--- src/rtl/input_handle.sv ---
// -----------------------------------------------------------------------------
// input_handle
//
// Purpose
//   Assembles a code of CODE_LEN hexadecimal digits from a stream of
//   qualified digit samples. Each accepted digit is shifted into the low
//   nibble and older digits move up one nibble. When the buffer is full,
//   the first digit entered is in the most significant nibble.
//
//   Once CODE_LEN digits are held, further digits are ignored. The buffer
//   does not wrap and does not overwrite the oldest digit. A submit pulse
//   clears the buffer so that a new code can be entered. If submit and
//   digit_valid are high on the same edge, submit wins.
//
// Parameters
//   CODE_LEN      number of 4-bit digits in one code (legal range 1..8)
//
// Ports
//   clk           system clock; all state changes on its rising edge
//   rst_n         asynchronous active-low reset
//   digit_valid   qualifies digit_in; level-sampled on every rising edge
//   digit_in      digit value (0x0..0xF); ignored while digit_valid is low
//   submit        clears the code buffer and the digit count
//   entered_code  assembled code, right-aligned while partially entered
//   full          registered flag, high when CODE_LEN digits are held
//   ready         high when another digit can be accepted (always !full)
// -----------------------------------------------------------------------------
module input_handle #(
   parameter int CODE_LEN = 4
) (
   input  logic                  clk,
   input  logic                  rst_n,
   input  logic                  digit_valid,
   input  logic [3:0]            digit_in,
   input  logic                  submit,
   output logic [4*CODE_LEN-1:0] entered_code,
   output logic                  full,
   output logic                  ready
);

   localparam int              CODE_W = 4 * CODE_LEN;
   localparam int              CNT_W  = $clog2(CODE_LEN + 1);
   localparam logic [CNT_W-1:0] LEN_C  = CNT_W'(CODE_LEN);
   localparam logic [CNT_W-1:0] ONE_C  = CNT_W'(1);

   logic [CODE_W-1:0] code_p0;
   logic [CNT_W-1:0]  cnt_p0;
   logic              full_p0;

   logic              accept;
   logic [CODE_W-1:0] code_shift;
   logic [CNT_W-1:0]  cnt_inc;

   // A digit is taken only when room remains and no clear is requested
   // on the same edge.
   assign accept  = digit_valid && !submit && (cnt_p0 < LEN_C);
   assign cnt_inc = cnt_p0 + ONE_C;

   // With a single-digit code there are no older nibbles to shift up, so
   // the new digit simply replaces the register contents.
   generate
      if (CODE_LEN == 1) begin : g_single
         assign code_shift = digit_in;
      end else begin : g_multi
         assign code_shift = {code_p0[CODE_W-5:0], digit_in};
      end
   endgenerate

   // ---- stage p0: code buffer, digit count and full flag ----
   always_ff @(posedge clk or negedge rst_n) begin
      if (!rst_n) begin
         code_p0 <= '0;
         cnt_p0  <= '0;
         full_p0 <= 1'b0;
      end else if (submit) begin
         code_p0 <= '0;
         cnt_p0  <= '0;
         full_p0 <= 1'b0;
      end else if (accept) begin
         code_p0 <= code_shift;
         cnt_p0  <= cnt_inc;
         // full is set on the same edge that accepts the last digit.
         full_p0 <= (cnt_inc == LEN_C);
      end
   end

   assign entered_code = code_p0;
   assign full         = full_p0;
   assign ready        = !full_p0;

endmodule

--- config.mk ---
export PLATFORM = sky130hd
export DESIGN_NAME = input_handle
export DESIGN_NICKNAME = d
export VERILOG_FILES = /design/src/rtl/input_handle.sv
export SDC_FILE = /design/constraint.sdc
export NUM_CORES = 1
export LEC_CHECK = 0
export CAP_MARGIN = 5
export CELL_PAD_IN_SITES_DETAIL_PLACEMENT = 1
export CELL_PAD_IN_SITES_GLOBAL_PLACEMENT = 2
export CORE_MARGIN = 2
export CORE_UTILIZATION = 26
export CTS_BUF_LIST = sky130_fd_sc_hd__clkbuf_8
export DETAILED_ROUTE_END_ITERATION = 7
export PLACE_DENSITY = 0.78
export SLEW_MARGIN = 40
export SYNTH_ARGS = -nofsm -noshare
export SYNTH_HDL_FRONTEND = slang
export SYNTH_SLANG_ARGS = --single-unit
--- constraint.sdc ---
create_clock -name clk -period 1 [get_ports clk]
set_input_delay 0.1 -clock clk [delete_from_list [all_inputs] [get_ports clk]]
set_output_delay 0.1 -clock clk [all_outputs]
set_load 0.01 [all_outputs]
; Yosys cells after proc, flatten, opt, wreduce, memory -nomap -nowiden
; Cells that the tools add are included.
; W data, S select, Z words.
[op_classes]
eq_ne = 1
n_bitwise = 0
shifts = 0
n_mux = 6
add_sub_neg = 1
n_lt_le_gt_ge = 1
reduce_logical = 5
mul = 0
div = 0
[ops]
columns = op, count
row1 = $mux W16, 2
row2 = $mux W3, 2
row3 = $add A3 B1 Y3 const B, 1
row4 = $eq A3 B3 Y1 const B, 1
row5 = $lt A3 B3 Y1 const B, 1
row6 = $logic_and A1 B1 Y1, 2
row7 = $logic_not A1 Y1, 2
row8 = $mux W1, 2
row9 = $reduce_bool A2 Y1, 1
[word_totals]
rom_bits = 0
ramBits = 0
latch_bits = 0
in_bits = 8
regBits = 20
mem_count = 0

; Logic depth before layout (Yosys ltp)
[logic_depth]
depth_word = 5
ltp_mapped = 5
mapped_depth_nobuf = 3

; Least setup slack after synthesis
; No wires, ideal clock.
[synth_path]
kind = reg-to-reg
from = register cnt_p0[2]
to = register code_p0[15], in the netlist entered_code[15]
setup_time_ns = 0.075
synth_period_minus_slack_ns = 1.036
arrival_time_ns = 0.962
setup_slack_ns = -0.036
stages_incl_launch_ff = 6
n_path_buf = 2
path_cell_list = dfrtp_1 -> and2b_1 -> buf_6 -> buf_12 -> nand2_2 -> a21oi_2
[synth_via]
elab_chain_len = 3
[synth_lines]
columns = item, line_no
row1 = "start, declared", 47  ; logic [CNT_W-1:0] cnt_p0;
row2 = "start signal, assigned", 81  ; cnt_p0 <= cnt_inc;
row3 = $lt A3 B3 Y1, 56  ; assign accept = digit_valid && !submit && (cnt_p0 < LEN_C);
row4 = $logic_and A1 B1 Y1, 56
row5 = $reduce_bool A2 Y1 (no source line), n/a
row6 = "end signal, assigned", 80  ; code_p0 <= code_shift;
row7 = "end, declared", 46  ; logic [CODE_W-1:0] code_p0;
; Every way passes these cells.
; A chain may end at the register's enable or synchronous reset.

; Worst setup path after layout
; Same ends and word-level chain as after synthesis.

==> reports/metrics.cfg <==
[run_status]
run_status=finished, violations left
violations=setup timing

[detailed_routing]
antenna_left=0
drtIter0Drc=14
vias=753
totalWireLength_microns=2340
vias_per_cell=4.21
dr.pass1.iters=4
remaining_drc_errors=0
wl_per_cell_microns=13.1

[synth]
syn_area_sq_um=912
synth_edf_count=0
yosys.cell_count.top_type=nand2_1
synth_area_leaders=dfrtp_1, nand2_1, a21oi_2
netlist_instances=89
synthTopCellsByCount=nand2_1, dfrtp_1, a21oi_2, nand2_2, a21oi_1
synth_top_area_share_pct=54.9
synthArstFlopShare_pct=100
ys_seq_area_share_pct=54.9
synthFlopType=dfrtp_1
synth_cell_types=17
yosysTopAreaCell=dfrtp_1
ys_warn_count=0
ys_seq_elements=20
synthesis.nets=99
avgSynthCellArea_sq_um=10.2

[timing]
clock.fmax_mhz=879
clock_skew_ns=0.00361
final_hold_viol_count=0
final.min_clock_period_ns=1.14
rsz0062_at_grt=yes
finalSetupViolations=19
tightest_slew_ns=0.136
holdWs_ns=0.172
final.period_utilization_pct=114
slew_headroom_pct=90.9
finalMaxSlewViolations=0
fin_ws_ns=-0.138

[power]
cellLeakagePower_nw=0.664
design_power_total_mw=1.70
peakVddDrop_uv=448
pwr_density_cell_nw_per_um2=1210

[clocking]
numCtsBuffers=3
htreeDepth=1
clock-sinks=20
clk_pin_slew_worst_paths_ns=0.07
cts_root_buf=clkbuf_8
cts_tree=done
worstSkewPairLatency_ns=0.26
clock_path_buffers=2

[global_routing]
grt_overflow_total=0
grt_pass1_vias=819
grt_max_degree=21
grt_pass1_wl_microns=3930
grt.total_usage_pct=13.1
antenna_found_initial=0

[final_layout]
diodes=0
fillers=421
fin_cells=179
drive_gt1_share_pct=50.4
syn2layout_area_growth_pct=54.2
nets=145

[placed_design]
pre_cts_ws_ns=-0.324
place_inst=171
dp_hpwl_microns=1460
gp_congestion=0.669
port_buffers=25

[worst_setup_path]
cp.required_ns=1.19
crit_type=reg -> reg
cp_max_fo=9
r2r_slack_ns=-0.14
critPathLaunchType=register
cpPeakStageDelay_ns=0.39
crit_path_end_kind=register
slowest_stage=dfrtp_1
cp_cell_sequence=and2b_4 -> buf_12 -> nand2_2 -> a21oi_2
cp.arrival_ns=1.33
reg2reg_to=entered_code[15]$_DFFE_PN0P_
r2r_start=cnt_p0[2]$_DFFE_PN0P_
r2r_cells=4

[floorplan]
core_sq_um=3360
die_area_sq_um=4000
ios=26
rows=21
start_util_pct=27.1
die_h_microns=63.2
dieWidth_microns=63.2

[flow_run]
drv_cap=0

[hold_path]
hold_path_class=in -> async

## through the flow
| stage | utilization, % | cell area, sq um | setup TNS (ns) |
|---|---|---|---|
| floorplan | - | 916 | -0.286 |
| global placement | 39.4 | 1330 | -4.48 |
| detailed placement | 39.4 | 1330 | -5.07 |
| CTS | 42.4 | 1430 | -1.69 |
| global route | 41.8 | 1410 | -3.17 |
| finish | 41.8 | 1410 | -1.92 |
## sequential cells by signal, indices dropped and copies added (netlist names)
register / count
entered_code: 16
full: 1
cnt_p0: 3
## per-layer routing
layer / vias up / global-route usage [%] / routed length, microns
li1: 371 / - / -
met1: 360 / 17.3 / 1080
met2: 18 / 21.1 / 1100
met3: 4 / 2.86 / 114
met4: 0 / 4.89 / 41
met5: - / 0 / 0
## cells by family (layout without fill, tap and decap cells)
logic type               after synthesis  count (layout)  share of synthesized area [%]
AND/OR/NAND/NOR                       40              40                           20.0
adder cells (fa/ha/maj)                2               2                           2.74
buffers and inverters                  7              51                           6.86
AO/OA/AOI/OAI                         19              19                           14.5
XOR/XNOR                               1               1                          0.960
flip-flops                            20              20                           54.9
## layout by cell type (no fill, tap or decap)
cell,Yosys,routed
clkdlybuf4s50_1,0,7
buf_4,1,18
clkbuf_8,0,3
a21oi_2,10,12
ha_1,2,2
nand2_2,10,7
nand3_2,0,1
a21oi_1,9,6
nand2_4,0,5
nand2_1,25,23
buf_16,0,1
a21oi_4,0,1
nor2_1,2,2
xnor2_1,1,1
dfrtp_1,20,20
buf_2,1,5
buf_12,1,3
clkbuf_2,0,10
and2b_4,0,1
nand2b_1,1,1
clkdlybuf4s15_1,0,3
inv_1,1,1
## area by class of cell
| cell class | instances | area (sq um) | area share (%) |
|---|---|---|---|
| clock buffer | 3 | 41.3 | 2.94 |
| inverter | 1 | 3.75 | 0.267 |
| multi-input combinational | 62 | 405 | 28.8 |
| sequential | 20 | 500 | 35.6 |
| tap | 46 | 57.6 | 4.09 |
| timing repair buffer | 47 | 398 | 28.3 |
## how the worst max path moves through the flow
stage                                     start                            to  slack, ns  cells past startpoint
after global routing      cnt_p0[2]$_DFFE_PN0P_         cnt_p0[0]$_DFFE_PN0P_      -0.19                      4
after CTS                 cnt_p0[2]$_DFFE_PN0P_              full$_DFFE_PN0P_      -0.12                      4
after global placement              digit_valid  entered_code[13]$_DFFE_PN0P_      -0.26                      5
after floorplan           cnt_p0[2]$_DFFE_PN0P_  entered_code[15]$_DFFE_PN0P_      -0.04                      5
after detailed placement            digit_valid  entered_code[14]$_DFFE_PN0P_      -0.32                      5
final                     cnt_p0[2]$_DFFE_PN0P_  entered_code[15]$_DFFE_PN0P_      -0.14                      4
## power breakdown
group | leakage (nW) | switching, mW | internal, mW | total [mW]
registers | 0.274 | 0.0172 | 0.834 | 0.851
logic | 0.368 | 0.152 | 0.152 | 0.304
clock network | 0.0216 | 0.276 | 0.269 | 0.546
total | 0.664 | 0.445 | 1.26 | 1.70
## critical path: cells and delay by family, from the launching register on
kind | cells | cell delay [ns]
flip-flops | 1 | 0.39
AND/OR/NAND/NOR | 2 | 0.39
buffers and inverters | 1 | 0.14
AO/OA/AOI/OAI | 1 | 0.14
## repair_timing
item,CTS,global route
hold buffers,0,0
setup buffers,3,1
gates cloned,1,0
pin swaps,1,3
setup endpoints to repair,36,34
gates resized for setup,49,22
(Power assumes the default switching activity.)
